[src/rtl/tag_resolver_if.sv]
// tag_resolver_if: controller <-> resolver bundle (scan control, match handshake, status).
interface tag_resolver_if #(
    parameter int DATA_DEPTH     = 16,
    parameter int ADDR_WIDTH_CAM = 8
);
    logic                      start;
    logic [DATA_DEPTH-1:0]     tag_row;
    logic                      flush;
    logic                      match_ready;
    logic                      match_valid;
    logic [ADDR_WIDTH_CAM-1:0] match_addr;
    logic                      busy;
    logic                      done;
    logic                      any_match;
    logic [ADDR_WIDTH_CAM:0]   match_count;
    modport master (
        output start, tag_row, flush, match_ready,
        input  match_valid, match_addr, busy, done, any_match, match_count
    );
    modport slave (
        input  start, tag_row, flush, match_ready,
        output match_valid, match_addr, busy, done, any_match, match_count
    );
endinterface

[src/rtl/tag_resolver.sv]
// tag_resolver: snapshots a CAM match vector and emits matching row addresses lowest-first.
// Optional macro TAG_RESOLVER_FIRST_ONLY_EN ends each scan after the first accepted match.
module tag_resolver #(
    parameter int DATA_DEPTH     = 16,
    parameter int ADDR_WIDTH_CAM = 8
) (
    input logic           clk,
    input logic           rst_In,
    tag_resolver_if.slave bus
);
    typedef enum logic [1:0] {IDLE, EMIT, DONE} state_t;
    state_t                    r_state, w_next;
    logic [DATA_DEPTH-1:0]     r_pending, w_rem;
    logic [ADDR_WIDTH_CAM-1:0] r_addr;
    logic [ADDR_WIDTH_CAM:0]   r_count;
    logic                      r_valid, r_any, w_hs, w_last, w_take;

    function automatic logic [ADDR_WIDTH_CAM-1:0] lowest(input logic [DATA_DEPTH-1:0] v);
        lowest = '0;
        for (int i = DATA_DEPTH - 1; i >= 0; i--)
            if (v[i]) lowest = ADDR_WIDTH_CAM'(i);
    endfunction

    assign w_hs   = r_valid && bus.match_ready;
    assign w_take = r_state == IDLE && bus.start;
    // Next index comes from pending with the accepted bit already masked, keeping one match per cycle
    assign w_rem  = r_pending & ~(DATA_DEPTH'(1) << r_addr);
`ifdef TAG_RESOLVER_FIRST_ONLY_EN
    assign w_last = 1'b1;
`else
    assign w_last = w_rem == '0;
`endif

    always_ff @(posedge clk or negedge rst_In)
        if (!rst_In) r_state <= IDLE;
        else         r_state <= w_next;

    always_comb begin
        w_next = bus.flush         ? IDLE :
                 r_state == IDLE   ? (bus.start ? (|bus.tag_row ? EMIT : DONE) : IDLE) :
                 r_state == EMIT   ? (w_hs && w_last ? DONE : EMIT) :
                                     IDLE;
    end

    always_comb begin
        bus.busy        = r_state != IDLE;
        bus.done        = r_state == DONE;
        bus.match_valid = r_valid;
        bus.match_addr  = r_addr;
        bus.any_match   = r_any;
        bus.match_count = r_count;
    end

    always_ff @(posedge clk or negedge rst_In)
        if (!rst_In) begin
            r_pending <= '0;
            r_valid   <= 1'b0;
            r_addr    <= '0;
            r_any     <= 1'b0;
            r_count   <= '0;
        end else if (bus.flush) begin
            r_pending <= '0;
            r_valid   <= 1'b0;
        end else if (w_take) begin
            r_pending <= bus.tag_row;
            r_any     <= |bus.tag_row;
            r_count   <= '0;
            r_valid   <= |bus.tag_row;
            r_addr    <= lowest(bus.tag_row);
        end else if (w_hs) begin
            r_pending <= w_rem;
            r_count   <= r_count + (ADDR_WIDTH_CAM + 1)'(1);
            r_valid   <= !w_last;
            if (!w_last) r_addr <= lowest(w_rem);
        end
endmodule
[src/flat_wrapper.sv]
// flat-port wrapper written by rule: the top's interface ports become plain ports
module tag_resolver_flat 
#(
    parameter int DATA_DEPTH     = 16,
    parameter int ADDR_WIDTH_CAM = 8
)
  (clk, rst_In, bus_start, bus_tag_row, bus_flush, bus_match_ready, bus_match_valid, bus_match_addr, bus_busy, bus_done, bus_any_match, bus_match_count);
  tag_resolver_if #(.DATA_DEPTH(DATA_DEPTH), .ADDR_WIDTH_CAM(ADDR_WIDTH_CAM)) bus_i ();
  input logic clk;
  input logic rst_In;
  input wire logic [$bits(bus_i.start)-1:0] bus_start;
  input wire logic [$bits(bus_i.tag_row)-1:0] bus_tag_row;
  input wire logic [$bits(bus_i.flush)-1:0] bus_flush;
  input wire logic [$bits(bus_i.match_ready)-1:0] bus_match_ready;
  output wire logic [$bits(bus_i.match_valid)-1:0] bus_match_valid;
  output wire logic [$bits(bus_i.match_addr)-1:0] bus_match_addr;
  output wire logic [$bits(bus_i.busy)-1:0] bus_busy;
  output wire logic [$bits(bus_i.done)-1:0] bus_done;
  output wire logic [$bits(bus_i.any_match)-1:0] bus_any_match;
  output wire logic [$bits(bus_i.match_count)-1:0] bus_match_count;
  assign bus_i.start = bus_start;
  assign bus_i.tag_row = bus_tag_row;
  assign bus_i.flush = bus_flush;
  assign bus_i.match_ready = bus_match_ready;
  assign bus_match_valid = bus_i.match_valid;
  assign bus_match_addr = bus_i.match_addr;
  assign bus_busy = bus_i.busy;
  assign bus_done = bus_i.done;
  assign bus_any_match = bus_i.any_match;
  assign bus_match_count = bus_i.match_count;
  tag_resolver #(.DATA_DEPTH(DATA_DEPTH), .ADDR_WIDTH_CAM(ADDR_WIDTH_CAM)) u_core (.clk(clk), .rst_In(rst_In), .bus(bus_i));
endmodule
[config.mk]
export PLATFORM = sky130hd
export DESIGN_NAME = tag_resolver_flat
export DESIGN_NICKNAME = d
export VERILOG_FILES = /design/src/rtl/tag_resolver_if.sv /design/src/rtl/tag_resolver.sv /design/src/flat_wrapper.sv
export SDC_FILE = /design/constraint.sdc
export NUM_CORES = 1
export LEC_CHECK = 0
export CORE_MARGIN = 2
export CORE_UTILIZATION = 46
export CTS_CLUSTER_DIAMETER = 50
export CTS_CLUSTER_SIZE = 40
export DETAILED_ROUTE_END_ITERATION = 12
export HOLD_SLACK_MARGIN = 0.08
export PLACE_DENSITY = 0.71
export SKIP_LAST_GASP = 1
export SYNTH_ARGS = -nofsm -noshare
export SYNTH_HDL_FRONTEND = slang
export SYNTH_SLANG_ARGS = --single-unit
[constraint.sdc]
create_clock -name clk -period 3.92 [get_ports clk]
set_input_delay 0.392 -clock clk [delete_from_list [all_inputs] [get_ports clk]]
set_output_delay 0.392 -clock clk [all_outputs]
set_load 0.005 [all_outputs]
==> flow_summary.ini, run 1 <==
[outcome]
outcome = finished clean

[cts]
clock_path_buffers = 2
post_cts_resized = 0
cts_tree = done
cts.clk_slew.worst_paths_ns = 0.07
clock_latency_ns = 0.29
clock-sinks = 33
hold_buffers = 0
cts-root-buf = clkbuf_8
cts-buffers-inserted = 5
cts_setup_buffers = 0
htreeDepth = 2

[yosys]
ys.flop_type = dfrtp_1
ys_seq_elements = 33
synth.distinct_cells = 53
synthesis.area_um2 = 2310
synth-edff-count = 0
seq_area_frac_synth = 0.358
syn_avg_cell_area_um2 = 8.28
yosys_warnings = 0
async_flop_share = 1.00
synthCells = 279

[power]
clkPwrFrac = 0.220
sequentialPowerShare = 0.442
p_leak_nw = 1.09
internal-power_mw = 0.678
power.share.combinational = 0.338
power_mw = 1.15
p_per_area_nw_per_um2 = 413
ir_drop_uv = 211
switching_share = 0.410
p_switching_mw = 0.471

[grt]
grt_pass1_vias = 2129
grt_pass1_wl_mm = 10.7
grt_max_degree = 34
gr-total-overflow = 0
grtUsageTotal = 0.253
antenna_found_initial = 0

[worst_setup_path]
ff2ff_setup_slack_ns = 1.06
critPathLaunch = u_core.bus.match_addr[0]
reg2reg_to = u_core.bus.match_addr[2]
cp_cell_sequence = mux2_4 > o32a_1 > nor4_4 > nand4_2 > a21oi_4 > mux2_1
cp-end-kind = flip-flop
crit_path_top_delay_cell = dfrtp_1
r2r-start = u_core.bus.match_addr[0]
cp_max_fo = 23
max_stage_delay_ns = 0.82
crit_required_ns = 4.09
start_kind = flip-flop
worstSetupPathType = reg -> reg
worstRegToRegCells = 6
worstPathArrival_ns = 3.02

[min_path]
min_path_type = in -> async

[drt]
drtIter0Drc = 195
routedWlPerCell_um = 17.6
first_pass_iters = 5
remaining_drc_errors = 0
ant_nets = 0
vias = 2372
totalWireLength_mm = 6.62
via_per_inst = 6.31

[place]
hpwl_mm = 4.64
placed_cell_area_um2 = 2700
io_buffer_count = 37
place.gp.congestion = 0.856

[die]
die_y_um = 74.9
rows = 25
start_util = 0.483
dieArea_um2 = 5600
ioPinCount = 42
core_area_um2 = 4790
die_w_um = 74.9

[job]
drv_cap = 0

[sta]
hold_viol = 0
rsz0062_at_grt = false
relSlewSlack = 0.366
fin_setup_tns_ns = 0
period_share = 0.729
finalCriticalPeriod_ns = 2.86
clock.fmax_mhz = 350
drv_slew = 0
setup_viol = 0
skew_ns = 0.00692
tightest_slew_ns = 0.948

[layout]
fill_cells = 453
final_cell_mix = clkdlybuf4s50_1 (37), nand2_1 (34), dfrtp_1 (33)
final_util = 0.581
syn_to_final_growth_pct = 20.4
regArea_um2 = 826
final_area_um2 = 2780
fin_nets = 330
multi_input_area_um2 = 1360
final_common_cell = clkdlybuf4s50_1
layout-drive-gt1-share = 0.0680
diodes = 0
## worst max-delay path by stage
stage,to,slack (ns),depth (start not counted)
final,u_core.bus.match_addr[2],1.06,6
after global routing,u_core.bus.match_addr[2],0.90,6
after CTS,u_core.bus.match_addr[2],1.08,6
after detailed placement,u_core.bus.match_addr[2],1.12,6
after global placement,u_core.bus.match_addr[0],1.16,6
after floorplan,u_core.bus.match_addr[0],1.71,6
## layer usage
layer / up-vias / share of wire / track usage
met4: 0 / 0.017 / 0.0734
li1: 1099 / - / -
met1: 1128 / 0.44 / 0.360
met3: 15 / 0.087 / 0.0495
met2: 130 / 0.46 / 0.393
met5: - / 0 / 0
## flip-flops by register name, summed over array words and instances, names as in the netlist
register                cells
u_core.bus.any_match        1
u_core.bus.match_count      9
u_core.r_state              2
u_core.r_pending           16
u_core.bus.match_valid      1
u_core.bus.match_addr       4
## through the flow
step                hold WS (ns)  std cells  setup WS, ns
global placement           0.486        368          1.16
global route               0.537        376         0.896
floorplan                 0.0964        282          1.71
finish                     0.500        376          1.06
CTS                        0.511        376          1.08
detailed placement         0.502        368          1.12
## layout make-up
class / instances / share of cell area
repair buffers: 39 / 0.139
clock inverters: 3 / 0.00630
clock buffers: 5 / 0.0247
inverters: 11 / 0.0148
well taps: 67 / 0.0301
multi-input cells: 218 / 0.489
flip-flops and latches: 33 / 0.297
## cells in the mapped netlist (all sizes together), types with 4 or more instances
library cell  count  area [um2]
a211oi            5        37.5
a21oi            26         141
a31oi             6        37.5
and3              4        25.0
buf               9        53.8
clkbuf           11        41.3
dfrtp            33         826
inv              11        41.3
mux2              7        82.6
nand2            34         128
nand2b            6        37.5
nand3             4        20.0
nand4             5        37.5
nor2             28         105
nor3              5        30.0
o211ai            7        52.6
o21ai            16        80.1
o311ai            8        70.1
o31ai             5        37.5
o32a              4        40.0
xor2              4        35.0
## worst max-delay path, delay by kind of cell, from the launching register on
family           cells  cell delay, ns
AO/OA/AOI/OAI        2            0.63
flip-flops           1            0.82
multiplexers         2            0.72
AND/OR/NAND/NOR      2            0.55
## logic make-up (layout without fill, tap and decap cells)
| kind of cell | after synthesis | in the layout | synth area share |
|---|---|---|---|
| AOI/OAI and AO/OA | 96 | 96 | 0.288 |
| xor gates and xnor gates | 4 | 4 | 0.0152 |
| adders and majority gates | 1 | 1 | 0.00542 |
| buffers and inverters | 31 | 58 | 0.0590 |
| DFF | 33 | 33 | 0.358 |
| muxes | 10 | 10 | 0.0488 |
| other | 1 | 4 | 0.00162 |
| and+or+nand+nor | 103 | 103 | 0.224 |
## power groups by stage
stage / Combinational, mW / Clock [mW] / Sequential, mW
floorplan: 0.324 / 0 / 0.413
global placement: 0.376 / 0 / 0.507
CTS: 0.384 / 0.262 / 0.503
global route: 0.424 / 0.277 / 0.519
finish: 0.388 / 0.253 / 0.508
detailed placement: 0.381 / 0 / 0.509
No activity file was read; power rests on OpenSTA's default activity.
==> inputs of run 2 (changes only) <==
--- a/config.mk
+++ b/config.mk
@@ -11,7 +11,7 @@
 export CTS_CLUSTER_SIZE = 40
 export DETAILED_ROUTE_END_ITERATION = 12
 export HOLD_SLACK_MARGIN = 0.08
-export PLACE_DENSITY = 0.71
+export PLACE_DENSITY = 0.74
 export SKIP_LAST_GASP = 1
 export SYNTH_ARGS = -nofsm -noshare
 export SYNTH_HDL_FRONTEND = slang
==> constraint.sdc (replaced) <==
create_clock -name clk -period 2.3 [get_ports clk]
set_input_delay 0.23 -clock clk [delete_from_list [all_inputs] [get_ports clk]]
set_output_delay 0.23 -clock clk [all_outputs]
set_load 0.005 [all_outputs]
==> flow_summary.ini, run 2 (synthesized netlist as in run 1, its figures left out) <==
[worst_setup_path]
crit_buf_inv = 0
worstPathArrival_ns = 2.47
start_kind = flip-flop
max_stage_delay_ns = 0.43
path_delay_family = multiplexers
cp_max_fo = 4
cp-end-kind = flip-flop
cp_cell_sequence = mux2_4 > o32a_1 > nor4_4 > nand4_2 > a21oi_4 > mux2_2
crit_path_top_delay_cell = dfrtp_1
worstSetupPathType = reg -> reg
crit_required_ns = 2.47

[power]
switching_share = 0.387
p_per_area_nw_per_um2 = 731
ir_drop_uv = 324
internal-power_mw = 1.37
power.share.combinational = 0.464
p_leak_nw = 1.26
p_switching_mw = 0.863
sequentialPowerShare = 0.331
clkPwrFrac = 0.204

[drt]
routedWlPerCell_um = 17.4
ant_nets = 0
totalWireLength_mm = 7.14
drt-met1-wl_mm = 3.05
routed.top_layer = met4
first_pass_iters = 5
wl_met3_um = 604
remaining_drc_errors = 0
via_per_inst = 6.11
drtIter0Drc = 281
wl_met2_mm = 3.34
vias = 2507

[layout]
regMostFlops = u_core.r_pending
diodes = 0
multi_input_area_um2 = 1360
layout-drive-gt1-share = 0.163
final_area_um2 = 3050
fill_cells = 423
syn_to_final_growth_pct = 32.1
fin_nets = 365
final_cell_mix = clkdlybuf4s50_1 (37), buf_4 (37), nand2_1 (34)
largest_reg_flops = 16
regArea_um2 = 827

[die]
rows = 25
die_w_um = 74.9
die_y_um = 74.9
dieArea_um2 = 5600
core_area_um2 = 4790
start_util = 0.483
ioPinCount = 42

[grt]
grt_pass1_wl_mm = 11.7
gr-total-overflow = 0
grt_max_degree = 34
antenna_found_initial = 0
grtUsageTotal = 0.277
grt_pass1_vias = 2344

[place]
placed_cell_area_um2 = 2960
io_buffer_count = 37
hpwl_mm = 5.25
place.gp.congestion = 0.997
dp_slack_ns = 0.0107

[sta]
skew_ns = 0.00508
final.setup.worst_slack_ns = 0.000363
drv_slew = 0
clock.fmax_mhz = 435
finalCriticalPeriod_ns = 2.30
hold_viol = 0
rsz0062_at_grt = true
setup_viol = 0
period_share = 1.00

[cts]
clock_path_buffers = 2
cts_tree = done
cts.clk_slew.worst_paths_ns = 0.07
htreeDepth = 2
clock_latency_ns = 0.29
hold_buffers = 0
post_cts_resized = 0
cts_setup_buffers = 0
cts-buffers-inserted = 5
cts-root-buf = clkbuf_8
clock-sinks = 33

[job]
drv_cap = 0

[outcome]
outcome = finished clean

[min_path]
min_path_type = in -> async
-- run 2: worst paths after layout --
kind,from,to,slack [ns],depth (start not counted)
setup / recovery,u_core.bus.match_addr[0],u_core.bus.match_addr[0],0.0004,6
hold / removal,rst_In,u_core.r_pending[3],0.34,2
setup reg to reg,u_core.bus.match_addr[0],u_core.bus.match_addr[0],0.0004,6
hold reg to reg,u_core.r_state[1],u_core.r_state[1],0.50,1
max in group asynchronous,rst_In,u_core.bus.match_addr[3],1.61,2
min in group clk,u_core.r_state[1],u_core.r_state[1],0.50,1
-- run 2: routing by layer --
metal,vias up,global-route usage
li1,1170,-
met1,1175,0.386
met2,144,0.441
met3,18,0.0509
met4,0,0.0853
met5,-,0
-- run 2: power groups by stage --
| stage | Clock, mW | Combinational [mW] | Sequential (mW) |
|---|---|---|---|
| 2_1_floorplan | 0 | 0.552 | 0.703 |
| 3_3_place_gp | 0 | 0.991 | 0.742 |
| 3_5_place_dp | 0 | 1.00 | 0.744 |
| 4_1_cts | 0.462 | 1.01 | 0.733 |
| 5_1_grt | 0.486 | 1.11 | 0.747 |
| 6_report | 0.455 | 1.04 | 0.739 |
-- run 2: area by class of cell --
class	count	area share
multi-input combinational	218	0.447
timing repair buffer	74	0.212
sequential	33	0.271
tap	67	0.0275
inverter	11	0.0135
clock buffer	7	0.0283
-- run 2: through the flow --
step	setup TNS (ns)	util	hold slack [ns]	total power [mW]	cells
6_report	0	0.637	0.344	2.23	410
5_1_grt	-0.272	0.637	0.383	2.35	410
4_1_cts	0	0.636	0.363	2.21	410
3_5_place_dp	0	0.618	0.489	1.74	403
3_3_place_gp	0	0.618	0.489	1.73	403
2_1_floorplan	0	-	-0.0656	1.25	282
==> inputs of run 3 (changes only) <==
--- a/config.mk
+++ b/config.mk
@@ -5,13 +5,14 @@
 export SDC_FILE = /design/constraint.sdc
 export NUM_CORES = 1
 export LEC_CHECK = 0
+export ABC_AREA = 1
 export CORE_MARGIN = 2
 export CORE_UTILIZATION = 46
 export CTS_CLUSTER_DIAMETER = 50
 export CTS_CLUSTER_SIZE = 40
 export DETAILED_ROUTE_END_ITERATION = 12
 export HOLD_SLACK_MARGIN = 0.08
-export PLACE_DENSITY = 0.74
+export PLACE_DENSITY = 0.75
 export SKIP_LAST_GASP = 1
 export SYNTH_ARGS = -nofsm -noshare
 export SYNTH_HDL_FRONTEND = slang
==> flow_summary.ini, run 3 <==
[cts]
cts-buffers-inserted = 5
cts.clk_slew.worst_paths_ns = 0.07
clock-sinks = 33
cts-root-buf = clkbuf_8
htreeDepth = 2
clock_path_buffers = 2
cts_tree = done
clock_latency_ns = 0.29
cts_setup_buffers = 0

[layout]
regMostFlops = u_core.r_pending
layout-drive-gt1-share = 0.0868
diodes = 0
final_cell_mix = nand2_1 (49), inv_1 (47), clkdlybuf4s50_1 (37)
final_area_um2 = 2630
final_common_cell = nand2_1
largest_reg_flops = 16
syn_to_final_growth_pct = 25.0
fin_nets = 356

[worst_setup_path]
r2r-start = u_core.bus.match_addr[2]
cp_cell_sequence = inv_2 > nand3_1 > o21ai_1 > nand2_1 > nor2_1 > nand2_1 > inv_1 > nand3_1 > nand2_2 > a21oi_1 > a22oi_1
reg2reg_to = u_core.bus.match_addr[1]
critPathLaunch = u_core.bus.match_addr[2]
cp-end-kind = flip-flop
crit_required_ns = 2.51
worstPathArrival_ns = 2.33
worstRegToRegCells = 11
start_kind = flip-flop
crit_path_top_delay_cell = dfrtp_1
worstSetupPathType = reg -> reg
max_stage_delay_ns = 0.47
ff2ff_setup_slack_ns = 0.18
critPathCapture = u_core.bus.match_addr[1]
cp_max_fo = 8

[drt]
totalWireLength_mm = 5.58
first_pass_iters = 4
via_per_inst = 5.53
drtIter0Drc = 195
vias = 2133
routedWlPerCell_um = 14.5
remaining_drc_errors = 0
ant_nets = 0

[sta]
fin_setup_tns_ns = 0
period_share = 0.924
drv_slew = 0
tightest_slew_ns = 0.505
finalCriticalPeriod_ns = 2.12
skew_ns = 0.00453
relSlewSlack = 0.660
hold_slack_ns = 0.348
hold_viol = 0
setup_viol = 0
clock.fmax_mhz = 471
rsz0062_at_grt = false

[yosys]
yosysTopAreaCell = dfrtp_1
synth-edff-count = 0
ys.flop_type = dfrtp_1
synthesis.area_um2 = 2100
synth_top_family_by_area = compound AO/OA/AOI/OAI gates
ys_seq_elements = 33
yosys.area_share.simple = 0.231
yosys_warnings = 0
synth_fa_ha_area_frac = 0.00596
seq_area_frac_synth = 0.393
synth_top_area_frac = 0.393
syn_avg_cell_area_um2 = 7.19
synth-compound-area-share = 0.237
async_flop_share = 1.00
synthCells = 292
synth.top_cells.by_count = nand2_1 (49), inv_1 (47), dfrtp_1 (33), o21ai_0 (23), a21oi_1 (21)
synth.distinct_cells = 36
synthMuxAreaShare = 0
synth_most_common_cell = nand2_1
synth_area_leaders = dfrtp_1 (39%), nand2_1 (8.8%), inv_1 (8.4%)
synth-xor-area-share = 0.00417

[place]
hpwl_mm = 4.05
place.gp.congestion = 0.981
placed_cell_area_um2 = 2530
io_buffer_count = 37

[die]
core_area_um2 = 4380
start_util = 0.479
ioPinCount = 42
dieArea_um2 = 5120
die_w_um = 71.6
rows = 24
die_y_um = 71.6

[grt]
gr-total-overflow = 0
grt_pass1_wl_mm = 9.46
antenna_found_initial = 0
grtUsageTotal = 0.238
grt_max_degree = 34
grt_pass1_vias = 2046

[power]
power_mw = 2.09
p_leak_nw = 1.22
p_per_area_nw_per_um2 = 794
ir_drop_uv = 366

[outcome]
outcome = finished clean

[job]
drv_cap = 0

[min_path]
min_path_type = in -> async
-- run 3: cell families (layout without fill, tap and decap cells) --
group                      Yosys count  in the layout
other                                1              4
and+or+nand+nor                    106            106
DFF                                 33             33
buffers and inverters               67            106
adders and majority gates            1              1
xor gates and xnor gates             1              1
AOI/OAI and AO/OA                   83             83
-- run 3: report_power, final --
group / leakage, nW / switching (mW) / internal [mW] / total, mW
Combinational: 0.736 / 0.497 / 0.335 / 0.832
Sequential: 0.439 / 0.124 / 0.677 / 0.801
Clock: 0.0443 / 0.215 / 0.237 / 0.452
Total: 1.22 / 0.836 / 1.25 / 2.09
-- run 3: worst min-delay path by stage --
stage                              start                        end  depth (start not counted)
finish                            rst_In       u_core.r_pending[13]                          2
global route                      rst_In       u_core.r_pending[14]                          2
CTS                               rst_In  u_core.bus.match_count[1]                          2
detailed placement  u_core.bus.any_match       u_core.bus.any_match                          2
global placement    u_core.bus.any_match       u_core.bus.any_match                          2
floorplan                         rst_In       u_core.bus.any_match                          0
-- run 3: what timing repair did --
action,4_1_cts,5_1_grt
resized for setup,0,2
hold buffers,0,0
setup endpoints to repair,0,1
hold endpoints to repair,0,0
-- run 3: critical path: cells and delay by family, from the launching register on --
kind / cells / cell delay [ns]
compound gates: 3 / 0.49
buf+inv: 2 / 0.24
simple gates: 6 / 0.84
flops: 1 / 0.47
-- run 3: stage by stage --
| stage | util | setup slack (ns) | std cells |
|---|---|---|---|
| floorplan | - | 0.587 | 295 |
| global placement | 0.578 | 0.178 | 379 |
| detailed placement | 0.578 | 0.106 | 379 |
| CTS | 0.598 | 0.226 | 386 |
| global route | 0.599 | 0.0184 | 386 |
| finish | 0.599 | 0.175 | 386 |
-- run 3: final cells by class --
| cell class | instances | area, um2 |
|---|---|---|
| clock buffers | 7 | 86.3 |
| fillers | 412 | 1760 |
| inverters | 56 | 210 |
| multi-input cells | 195 | 1020 |
| flip-flops and latches | 33 | 826 |
| well taps | 52 | 65.1 |
| repair buffers | 43 | 415 |
-- run 3: routing by layer --
metal,share of wire,global-route usage,vias up
li1,-,-,1055
met1,0.43,0.291,989
met2,0.47,0.393,78
met3,0.078,0.0661,11
met4,0.020,0.105,0
met5,0,0,-
